$ cat src/rtl/req_grant_agent.sv
// req_grant_agent: requester-side agent for a 3-client request/grant arbiter.
// Each client holds one queued job, requests the arbiter, runs a burst of
// granted beats (not necessarily contiguous) and releases its request. Grants
// are also checked for protocol violations, which set a sticky error flag.
module req_grant_agent #(
    parameter int unsigned N     = 3,
    parameter int unsigned LEN_W = 4
) (
    input  logic             clk,
    input  logic             reset,
    input  logic [N-1:0]     job_valid,
    input  logic [LEN_W-1:0] job_len,
    input  logic [N-1:0]     grants,
    output logic [N-1:0]     requests,
    output logic [N-1:0]     job_ready,
    output logic [N-1:0]     xfer,
    output logic [N-1:0]     busy,
    output logic [N-1:0]     done,
    output logic             err
);

    typedef enum logic [1:0] {
        StIdle = 2'd0,
        StReq  = 2'd1,
        StXfer = 2'd2
    } state_e;

    localparam logic [LEN_W:0] RemOne  = {{LEN_W{1'b0}}, 1'b1};
    localparam logic [N-1:0]   GrantOne = {{(N-1){1'b0}}, 1'b1};

    state_e         r_state [N];
    state_e         w_state_nxt [N];
    logic [LEN_W:0] r_rem [N];
    logic [LEN_W:0] w_rem_nxt [N];

    logic [N-1:0]   r_requests;
    logic [N-1:0]   r_busy;
    logic [N-1:0]   r_job_ready;
    logic [N-1:0]   r_done;
    logic           r_err;

    logic [N-1:0]   w_done_nxt;
    logic [N-1:0]   w_requests_nxt;
    logic [N-1:0]   w_busy_nxt;
    logic [N-1:0]   w_job_ready_nxt;
    logic [LEN_W:0] w_len_eff;
    logic           w_multi_grant;
    logic           w_unreq_grant;

    // A zero-length job is treated as a single-beat burst.
    assign w_len_eff = (job_len == '0) ? RemOne : {1'b0, job_len};

    // Protocol checks: more than one grant bit, or a grant to a non-requester.
    assign w_multi_grant = |(grants & (grants - GrantOne));
    assign w_unreq_grant = |(grants & ~r_requests);

    // Per-client next state, remaining-beat count and completion pulse.
    always_comb begin
        for (int i = 0; i < int'(N); i++) begin
            w_state_nxt[i] = r_state[i];
            w_rem_nxt[i]   = r_rem[i];
            w_done_nxt[i]  = 1'b0;
            unique case (r_state[i])
                StIdle: begin
                    if (job_valid[i]) begin
                        w_rem_nxt[i]   = w_len_eff;
                        w_state_nxt[i] = StReq;
                    end
                end
                // The first grant while in StReq is already a beat.
                StReq, StXfer: begin
                    if (grants[i]) begin
                        w_rem_nxt[i] = r_rem[i] - RemOne;
                        if (r_rem[i] == RemOne) begin
                            w_state_nxt[i] = StIdle;
                            w_done_nxt[i]  = 1'b1;
                        end else begin
                            w_state_nxt[i] = StXfer;
                        end
                    end
                end
                default: begin
                    w_state_nxt[i] = StIdle;
                end
            endcase
        end
    end

    // Output flags decoded from the next state so they come straight off flops.
    always_comb begin
        w_requests_nxt  = '0;
        w_busy_nxt      = '0;
        w_job_ready_nxt = '0;
        for (int i = 0; i < int'(N); i++) begin
            w_requests_nxt[i]  = (w_state_nxt[i] != StIdle);
            w_busy_nxt[i]      = (w_state_nxt[i] == StXfer);
            w_job_ready_nxt[i] = (w_state_nxt[i] == StIdle);
        end
    end

    // Per-client state and counter registers with synchronous reset.
    always_ff @(posedge clk) begin
        for (int i = 0; i < int'(N); i++) begin
            if (!reset) begin
                r_state[i] <= StIdle;
                r_rem[i]   <= '0;
            end else begin
                r_state[i] <= w_state_nxt[i];
                r_rem[i]   <= w_rem_nxt[i];
            end
        end
    end

    // Registered outputs and sticky error flag.
    always_ff @(posedge clk) begin
        if (!reset) begin
            r_requests  <= '0;
            r_busy      <= '0;
            r_job_ready <= '1;
            r_done      <= '0;
            r_err       <= 1'b0;
        end else begin
            r_requests  <= w_requests_nxt;
            r_busy      <= w_busy_nxt;
            r_job_ready <= w_job_ready_nxt;
            r_done      <= w_done_nxt;
            r_err       <= r_err | w_multi_grant | w_unreq_grant;
        end
    end

    assign requests  = r_requests;
    assign busy      = r_busy;
    assign job_ready = r_job_ready;
    assign done      = r_done;
    assign err       = r_err;
    assign xfer      = grants & r_busy;

endmodule

$ cat config.mk
export PLATFORM = sky130hd
export DESIGN_NAME = req_grant_agent
export DESIGN_NICKNAME = d
export VERILOG_FILES = /design/src/rtl/req_grant_agent.sv
export SDC_FILE = /design/constraint.sdc
export NUM_CORES = 1
export LEC_CHECK = 0
export ABC_CLOCK_PERIOD_IN_PS = 2000
export CAP_MARGIN = 20
export CORE_MARGIN = 3
export CORE_UTILIZATION = 28
export DETAILED_ROUTE_END_ITERATION = 10
export PLACE_DENSITY = 0.51
export SLEW_MARGIN = 20
export SYNTH_ARGS = -nofsm -noshare
export SYNTH_HDL_FRONTEND = slang
export SYNTH_SLANG_ARGS = --single-unit
$ cat constraint.sdc
create_clock -name clk -period 2 [get_ports clk]
set_clock_uncertainty 0.15 [all_clocks]
set_input_delay 0.2 -clock clk [delete_from_list [all_inputs] [get_ports clk]]
set_output_delay 0.2 -clock clk [all_outputs]
set_load 0.02 [all_outputs]
==> summary.txt, run 1 <==
Outcome
  – Run status: complete, no violations

Hold path
  – Hold Path Cell Cnt: 2
  – Min-delay src: r_rem[0][1]
  – Hold Path Class: flip-flop to flip-flop

Timing
  – Period utilization: 92.7%
  – Final hold violation count: 0
  – Unrepaired setup endpoints after global routing: no
  – Final min period: 1.85 ns
  – Slew headroom: 71.5%
  – Worst-Margin Slew: 0.422 ns
  – Max Slew Vio Count: 0
  – Setup TNS: 0 ns
  – Achievable frequency: 540 MHz
  – Final setup vio count: 0

Synth
  – EDFF count, synth: 0
  – Post-Synth XOR/XNOR Area: 1.47%
  – Synth Cell Area: ~1800 um^2
  – Seq/Total Area, Yosys: 38.1%
  – Mean Syn Cell Area: 8.32 um^2
  – Async SR Flop Fraction: 0%
  – Top post-synthesis cells by count: dfxtp_1, inv_1, nand2_1
  – Distinct cells, synth: 35
  – Synth Area in Compound Gates: 18.4%
  – Synth Area in Adders: under 10%
  – Most common cell in the netlist: dfxtp_1
  – Synth area leaders: dfxtp_1, ha_1, o21ai_0
  – Synth Register Bits: 34
  – Synth Instances: 215
  – Largest family of logic cells by synthesized area: simple AND/OR/NAND/NOR gates
  – Syn nets: 239
  – Simple logic cell fraction of the synthesized area: 26.9%
  – Post-synthesis mux area share: 1.12%
  – Yosys top cell by area: dfxtp_1
  – Synth top area share: 38.1%
  – Synth warnings: 0
  – Top_reg_cell synth: dfxtp_1

Global routing
  – Tot GR Track Use: between 10% and 20%
  – Total grt overflow: 0
  – Largest net degree at the start of global routing: 14
  – First-pass GRT wire length: 7040 um
  – Vias in the first global route: 1484
  – Initial antenna violation count: 0

Worst setup path
  – Reg2reg setup slack: 0.15 ns
  – Cell count of the worst reg-to-reg path: 6
  – Crit-path max FO: 5
  – Critical Path AT: roughly 1.9 ns
  – Critical Path RT: 2.02 ns
  – CP startpoint: r_state[1][0]
  – Crit. End Element: flip-flop
  – Critical Path Start Type: flip-flop
  – Reg-to-reg startpoint: r_state[1][0]
  – CP Class: flip-flop to flip-flop

Finish
  – Multi-input logic area: between 1000 and 1500 um^2
  – Nets: 284
  – Area growth, synth to finish: 32.2%
  – FF+latch area: 681 um^2
  – Final Non-Filler Cells: 335
  – Number of diodes: 0
  – Fillers: 630
  – Layout cells sized above 1: 13.1%

Clock tree
  – TritonCTS clock tree: done
  – Clock transition at path regs: 0.07 ns
  – Num Clock Sinks: 34
  – Clk Latency, worst-skew pair: about 0.28 ns
  – Inserted Clock Buffers: 5
  – CTS Buffer Depth: 2
  – Root Buffer: clkbuf_8
  – CTS Hold Buffers Added: 0
  – CTS H-tree lvls: 2

Routing
  – Routed len/inst: roughly 12 um
  – Final wirelength: 4050 um
  – Via density: roughly 4.6
  – First DRT Iteration DRCs: 74
  – Total number of vias: 1541
  – Drt first pass iters: 4
  – DR DRC count: 0
  – Detail Route Antenna Nets: 0

Power and ir drop
  – P_leak: 0.000952 uW
  – Power per cell area: 985 nW/um^2
  – VDD IR max: 0.000298 V

Floorplan
  – # rows: 28
  – Initial Util: 29.5%
  – Die Y: 85.9 um
  – Core ar.: 6060 um^2
  – # IOs: 28
  – Die Span X: 85.9 um
  – Die ar.: 7380 um^2

Place
  – Detailed Place HPWL: 3060 um
  – DP Cell Count: approximately 330
  – PortBufs: 27
  – RePlAce Congestion: about 0.75

Job
  – Max_cap viols: 0
==> sequential cells by signal (all words and copies together), names as in the netlist <==
register and count:
r_rem 15, r_state 6, err 1, busy 3, job_ready 3, done 3, requests 3
==> worst max-delay path: stages (launching register included) <==
cell      delay (ns)
dfxtp_1         0.35
inv_1           0.05
ha_1            0.31
nor2b_2         0.20
or3_4           0.42
o211ai_1        0.17
o21ai_0         0.09
==> cell usage in the layout, fill, tap and decap left out, types with 3 or more instances in the layout <==
master and n:
or3_4 3, nor3_1 7, nand2_1 19, a21oi_1 9
o21a_1 6, or3b_2 3, inv_1 19, ha_1 11
a21boi_0 5, o21ai_0 14, clkbuf_8 5, nor3b_1 3
a21o_1 4, xnor2_1 3, buf_4 17, clkdlybuf4s50_1 27
and4_1 3, nor4_1 4, nor2_1 16, nor4b_1 3
nand2b_1 5, dfxtp_1 34, nor2b_1 9, o31a_1 3
o211ai_1 3, and2_1 5
==> per-stage QoR <==
stage          power (uW)  hold WS [ns]  area (um^2)  util [%]  setup WS, ns
2_1_floorplan        1540         0.221         1800         -        0.0704
3_3_place_gp         1840         0.324         2260      37.3        0.0178
3_5_place_dp         1840         0.326         2260      37.3       0.00658
4_1_cts              2330         0.340         2340      38.6        0.0591
5_1_grt              2520         0.373         2360      39.0        0.0178
6_report             2330         0.333         2360      39.0         0.147
==> kinds of logic (layout without fill, tap and decap cells) <==
family | Yosys count | in the layout
simple gates | 88 | 88
fa+ha+maj | 12 | 12
flops | 34 | 34
buf+inv | 25 | 70
xor+xnor | 3 | 3
compound gates | 51 | 51
mux | 2 | 2
==> routing by layer <==
layer | up-vias | GRT usage (%) | wire length (um)
li1 | 828 | - | -
met1 | 696 | 15.6 | 2040
met2 | 10 | 19.3 | 1890
met3 | 7 | 2.88 | 84
met4 | 0 | 3.45 | 44
met5 | - | 0 | 0
==> power breakdown <==
part | switching, uW | internal, uW | total [uW]
registers | 94.8 | 802 | 897
clock network | 246 | 234 | 479
logic | 473 | 479 | 952
==> path summary, 6_finish.rpt <==
kind                       to
setup / recovery  r_rem[1][3]
hold reg to reg   r_rem[0][1]
hold / removal    r_rem[0][1]
setup reg to reg  r_rem[1][3]
==> what timing repair did <==
item / 4_1_cts / 5_1_grt
resized for setup: 0 / 6
buffers inserted: 0 / 0
setup endpoints to repair: 0 / 8
==> area by class of cell <==
| type | instances | area share, % |
|---|---|---|
| multi-input combinational | 156 | 44.0 |
| sequential | 34 | 28.8 |
| timing repair buffer | 44 | 16.8 |
| tap | 75 | 3.97 |
| inverter | 19 | 3.02 |
| clock buffer | 5 | 2.91 |
| clock inverter | 2 | 0.424 |
No activity file was read; power rests on OpenSTA's default activity.
==> run 2: changes to the inputs <==
--- a/config.mk
+++ b/config.mk
@@ -5,13 +5,12 @@
 export SDC_FILE = /design/constraint.sdc
 export NUM_CORES = 1
 export LEC_CHECK = 0
-export ABC_CLOCK_PERIOD_IN_PS = 2000
+export ABC_CLOCK_PERIOD_IN_PS = 1700
 export CAP_MARGIN = 20
 export CORE_MARGIN = 3
 export CORE_UTILIZATION = 28
 export DETAILED_ROUTE_END_ITERATION = 10
 export PLACE_DENSITY = 0.51
-export SLEW_MARGIN = 20
 export SYNTH_ARGS = -nofsm -noshare
 export SYNTH_HDL_FRONTEND = slang
 export SYNTH_SLANG_ARGS = --single-unit
==> constraint.sdc (replaced) <==
create_clock -name clk -period 1.7 [get_ports clk]
set_clock_uncertainty 0.15 [all_clocks]
set_input_delay 0.17 -clock clk [delete_from_list [all_inputs] [get_ports clk]]
set_output_delay 0.17 -clock clk [all_outputs]
set_load 0.02 [all_outputs]
==> summary.txt, run 2 (synthesis results as in run 1) <==
Outcome
  – Run status: finished with violations
  – Violated checks: setup timing

Timing
  – Worst-Margin Slew: a little over 0.5 ns
  – Final min period: 1.73 ns
  – Tightest hold margin: 0.334 ns
  – Setup WS post-layout: -0.0349 ns
  – Slew headroom: 65.8%
  – Period utilization: 102%
  – Unrepaired setup endpoints after global routing: yes
  – Final setup vio count: 2
  – Final hold violation count: 0
  – Max Slew Vio Count: 0
  – Achievable frequency: 576 MHz

Power and ir drop
  – Sw Ratio: 34.5%
  – Psw: 1100 uW
  – Clock Power Share: 19.7%
  – P_leak: 0.00112 uW
  – Combinational cell fraction of total power: 47.8%
  – Sequential Power Share: 32.5%
  – Total chip power: 3200 uW
  – VDD IR max: about 0.00044 V
  – Power per cell area: between 1000 and 1500 nW/um^2
  – Internal power: approximately 2100 uW

Worst setup path
  – Critical Path RT: 1.78 ns
  – CP Class: flip-flop to flip-flop
  – Critical Path Start Type: flip-flop
  – Slowest library cell on the worst path: or3_4
  – Critical path cell sequence: inv_2 > ha_4 > nor2b_4 > or3_4 > a211o_1 > a21boi_2
  – Cell count of the worst reg-to-reg path: 6
  – Crit. End Element: flip-flop
  – Crit-path max FO: 8
  – Critical Path AT: around 1.8 ns
  – Worst path max stage delay: around 0.42 ns
  – Worst path bufs/invs: 1
  – Delay-heaviest family, CP: simple AND/OR/NAND/NOR gates
  – Number of gates on the worst path with buffers counted: 6

Job
  – Max_cap viols: 0

Global routing
  – Vias in the first global route: 1590
  – Initial antenna violation count: 0
  – First-pass GRT wire length: between 7000 and 8000 um
  – Largest net degree at the start of global routing: 27
  – Tot GR Track Use: 12.3%
  – Total grt overflow: 0

Place
  – Detailed Place HPWL: 3190 um
  – PortBufs: 27
  – RePlAce Congestion: roughly 0.76
  – DP Worst Slack: -0.262 ns

Finish
  – Number of diodes: 0
  – Biggest regs: r_rem: 15 flops, r_state: 6 flops
  – Commonest cells after routing, fill and taps aside: buf_4, dfxtp_1, clkdlybuf4s50_1, nand2_1, nor2_1
  – Area growth, synth to finish: 52.8%
  – Commonest non-fill, non-tap cell in the layout: buf_4
  – Number of flip-flops under the largest register name: 15
  – Nets: between 300 and 400
  – Fillers: 612
  – Most flop-heavy register: r_rem
  – Layout cells sized above 1: ~30%

Clock tree
  – TritonCTS clock tree: done
  – Clk Latency, worst-skew pair: between 0.2 and 0.3 ns
  – CTS Hold Buffers Added: 0
  – CTS H-tree lvls: 2
  – Inserted Clock Buffers: 5
  – Root Buffer: clkbuf_8
  – Num Clock Sinks: 34
  – Clock transition at path regs: 0.07 ns
  – CTS Buffer Depth: 2

Routing
  – Drt first pass iters: 4
  – Via density: 4.66
  – Total number of vias: approximately 1.7k
  – Detail Route Antenna Nets: 0
  – DR DRC count: 0
  – Final wirelength: 4330 um
  – Routed len/inst: 12.1 um
  – First DRT Iteration DRCs: 89

Floorplan
  – # IOs: 28
  – Initial Util: 29.5%
  – Die ar.: 7380 um^2
  – # rows: 28
  – Core ar.: 6060 um^2
  – Die Span X: around 86 um
  – Die Y: roughly 86 um

Hold path
  – Hold Path Class: flip-flop to flip-flop
  – Hold Path Cell Cnt: 1
## run 2: changes by cell type in the layout (fill, tap and decap cells not counted), moves of 6 or more
cell / previous run / this run
dfxtp_1: 34 / 28
inv_2: 0 / 6
inv_1: 19 / 13
dfxtp_2: 0 / 6
buf_4: 17 / 37
## run 2: routing by layer
metal	share of wire (%)	wire [um]	GRT usage, %	vias to the layer above
met5	0	0	0	-
met3	2.5	108	2.98	4
li1	-	-	-	872
met2	48	2070	19.9	16
met1	49	2100	15.7	770
met4	1.1	49	4.89	0
## run 2: repair_timing
item / in CTS / in global routing
resized for setup: 16 / 30
endpoints found under the setup margin: 15 / 21
hold endpoints to repair: 0 / 0
pin swaps: 3 / 14
buffers inserted: 0 / 2
## run 2: through the flow
step | instance area [um^2] | instances | TNS, ns | utilization, %
global placement | 2480 | 348 | -1.48 | 41.0
detailed placement | 2480 | 348 | -1.69 | 41.0
global route | 2730 | 357 | -0.264 | 45.1
CTS | 2600 | 355 | -0.0737 | 42.9
floorplan | 1860 | 215 | -0.0904 | -
finish | 2730 | 357 | -0.0694 | 45.1
## run 2: path summary, 6_finish.rpt
check | slack (ns) | start | endpoint
worst min-delay path | 0.33 | err | err
worst max register to register | -0.03 | r_state[0][1] | r_rem[0][1]
worst max-delay path | -0.03 | r_state[0][1] | r_rem[0][1]
worst min register to register | 0.33 | err | err
## run 2: power groups by stage
| stage | combinational (uW) | clock [uW] | sequential, uW |
|---|---|---|---|
| 2_1_floorplan | 771 | 0 | 1090 |
| 3_3_place_gp | 1320 | 0 | 1050 |
| 3_5_place_dp | 1320 | 0 | 1050 |
| 4_1_cts | 1360 | 652 | 1040 |
| 5_1_grt | 1690 | 683 | 1060 |
| 6_report | 1530 | 631 | 1040 |
## run 2: cell type report
| cell class | count | area, um^2 | share of cell area (%) |
|---|---|---|---|
| clock buffer | 7 | 86.3 | 3.16 |
| clock inverter | 1 | 5.00 | 0.183 |
| inverter | 19 | 71.3 | 2.61 |
| multi-input combinational | 156 | 1220 | 44.8 |
| sequential | 34 | 688 | 25.2 |
| tap | 75 | 93.8 | 3.43 |
| timing repair buffer | 65 | 564 | 20.7 |
==> run 3: changes to the inputs <==
==> constraint.sdc (replaced) <==
create_clock -name clk -period 1.7 [get_ports clk]
set_clock_uncertainty 0.15 [all_clocks]
set_input_delay 0.17 -clock clk [delete_from_list [all_inputs] [get_ports clk]]
set_output_delay 0.17 -clock clk [all_outputs]
set_load 0.01 [all_outputs]
==> summary.txt, run 3 (synthesis results as in run 1) <==
Timing
  – Final min period: 1.73 ns
  – Slew headroom: roughly three quarters
  – Achievable frequency: 579 MHz
  – Period utilization: 102%
  – Worst-Margin Slew: 0.364 ns
  – Max Slew Vio Count: 0
  – Setup TNS: -0.0372 ns
  – Final hold violation count: 0
  – Final setup vio count: 3
  – Setup WS post-layout: -0.0272 ns
  – Unrepaired setup endpoints after global routing: yes

Global routing
  – GR Util met2: 20.7%
  – Initial antenna violation count: 0
  – Met3 GRT Util: 3.84%
  – Largest net degree at the start of global routing: 27
  – Total grt overflow: 0
  – Vias in the first global route: 1647
  – Tot GR Track Use: between 10% and 20%
  – Grt peak-use layer: met2
  – M1 GR Usage: between 10% and 20%
  – First-pass GRT wire length: 7470 um

Clock tree
  – TritonCTS clock tree: done
  – CTS Buffer Depth: 2
  – Clk Latency, worst-skew pair: 0.28 ns
  – CTS Hold Buffers Added: 0
  – CTS H-tree lvls: 2
  – Inserted Clock Buffers: 5
  – Clock transition at path regs: roughly 0.07 ns
  – Num Clock Sinks: 34
  – Root Buffer: clkbuf_8

Floorplan
  – # IOs: 28
  – Core ar.: 6060 um^2
  – Die Y: around 86 um
  – Initial Util: 29.5%
  – # rows: 28
  – Die Span X: 85.9 um
  – Die ar.: 7380 um^2

Worst setup path
  – Delay-heaviest family, CP: simple AND/OR/NAND/NOR gates
  – Critical path cell sequence: inv_2 > ha_4 > nor2b_4 > or3_4 > a211o_1 > a21boi_2
  – Crit-path max FO: 8
  – Critical Path AT: 1.80 ns
  – Critical Path RT: 1.77 ns
  – Worst path max stage delay: about 0.42 ns
  – Worst path bufs/invs: 1
  – Crit. End Element: flip-flop
  – Slowest library cell on the worst path: or3_4
  – CP Class: flip-flop to flip-flop
  – Critical Path Start Type: flip-flop

Finish
  – Most flop-heavy register: r_rem
  – Final Non-Filler Cells: 357
  – Number of diodes: 0
  – Number of flip-flops under the largest register name: 15
  – Area growth, synth to finish: 55.1%
  – Biggest regs: r_rem: 15 flops, r_state: 6 flops
  – Layout cells sized above 1: 34.0%
  – Final Util: 45.8%
  – Commonest non-fill, non-tap cell in the layout: buf_4
  – Nets: 307
  – Commonest cells after routing, fill and taps aside: buf_4, dfxtp_1, clkdlybuf4s50_1, nand2_1, nor2_1

Place
  – DP Worst Slack: -0.250 ns
  – Detailed Place HPWL: between 3000 and 4000 um
  – PortBufs: 27
  – DP Cell Count: about 350
  – RePlAce Congestion: slightly below 0.8

Outcome
  – Run status: finished with violations
  – Violated checks: setup timing

Routing
  – Detail Route Antenna Nets: 0
  – First DRT Iteration DRCs: 73
  – Routed len/inst: 12.4 um
  – Final wirelength: ~4400 um
  – Total number of vias: 1640
  – Via density: about 4.6
  – Drt first pass iters: 4
  – DR DRC count: 0

Power and ir drop
  – P_leak: 0.00113 uW
  – Power per cell area: about 1200 nW/um^2
  – VDD IR max: approximately 0.00052 V

Job
  – Max_cap viols: 0

Hold path
  – Hold Path Class: input port to flip-flop
run 3: changes by cell type in the layout (fill, tap and decap cells not counted), sizes merged:
cell,delta
clkbuf,-1
buf,+2
clkinv,-1
run 3: routing by layer:
metal | up-vias | routed length (um)
met5 | - | 0
met4 | 0 | 47
met3 | 4 | 101
met2 | 12 | 2200
met1 | 754 | 2070
li1 | 870 | -
run 3: cell type report:
| type | count | area (um^2) |
|---|---|---|
| Clock buffer | 6 | 82.6 |
| Fill cell | 598 | 3290 |
| Inverter | 19 | 71.3 |
| Multi-Input combinational cell | 156 | 1240 |
| Sequential cell | 34 | 691 |
| Tap cell | 75 | 93.8 |
| Timing Repair Buffer | 67 | 594 |
run 3: stage by stage:
| stage | cell area [um^2] | total power (uW) | hold WS [ns] |
|---|---|---|---|
| after floorplan | 1860 | 1840 | 0.191 |
| after global placement | 2480 | 2340 | 0.318 |
| after detailed placement | 2480 | 2340 | 0.322 |
| after CTS | 2610 | 3000 | 0.260 |
| after global routing | 2770 | 3460 | 0.319 |
| final | 2770 | 3210 | 0.281 |
run 3: path summary, 6_finish.rpt:
| kind | cells past startpoint | to | startpoint | slack (ns) |
|---|---|---|---|---|
| hold reg to reg | 1 | err | err | 0.33 |
| setup reg to reg | 6 | r_rem[0][1] | r_state[0][1] | -0.03 |
| hold / removal | 2 | done[2] | grants[2] | 0.28 |
| setup / recovery | 6 | r_rem[0][1] | r_state[0][1] | -0.03 |
run 3: timing repair:
| item | in CTS | in global routing |
|---|---|---|
| buffers inserted | 1 | 3 |
| pin swaps | 6 | 16 |
| gates resized for setup | 18 | 42 |
| endpoints found under the setup margin | 16 | 23 |
run 3: power breakdown:
group          switching (uW)  total (uW)  internal (uW)
Combinational             696        1560            864
Clock                     285         597            312
Sequential                104        1050            950
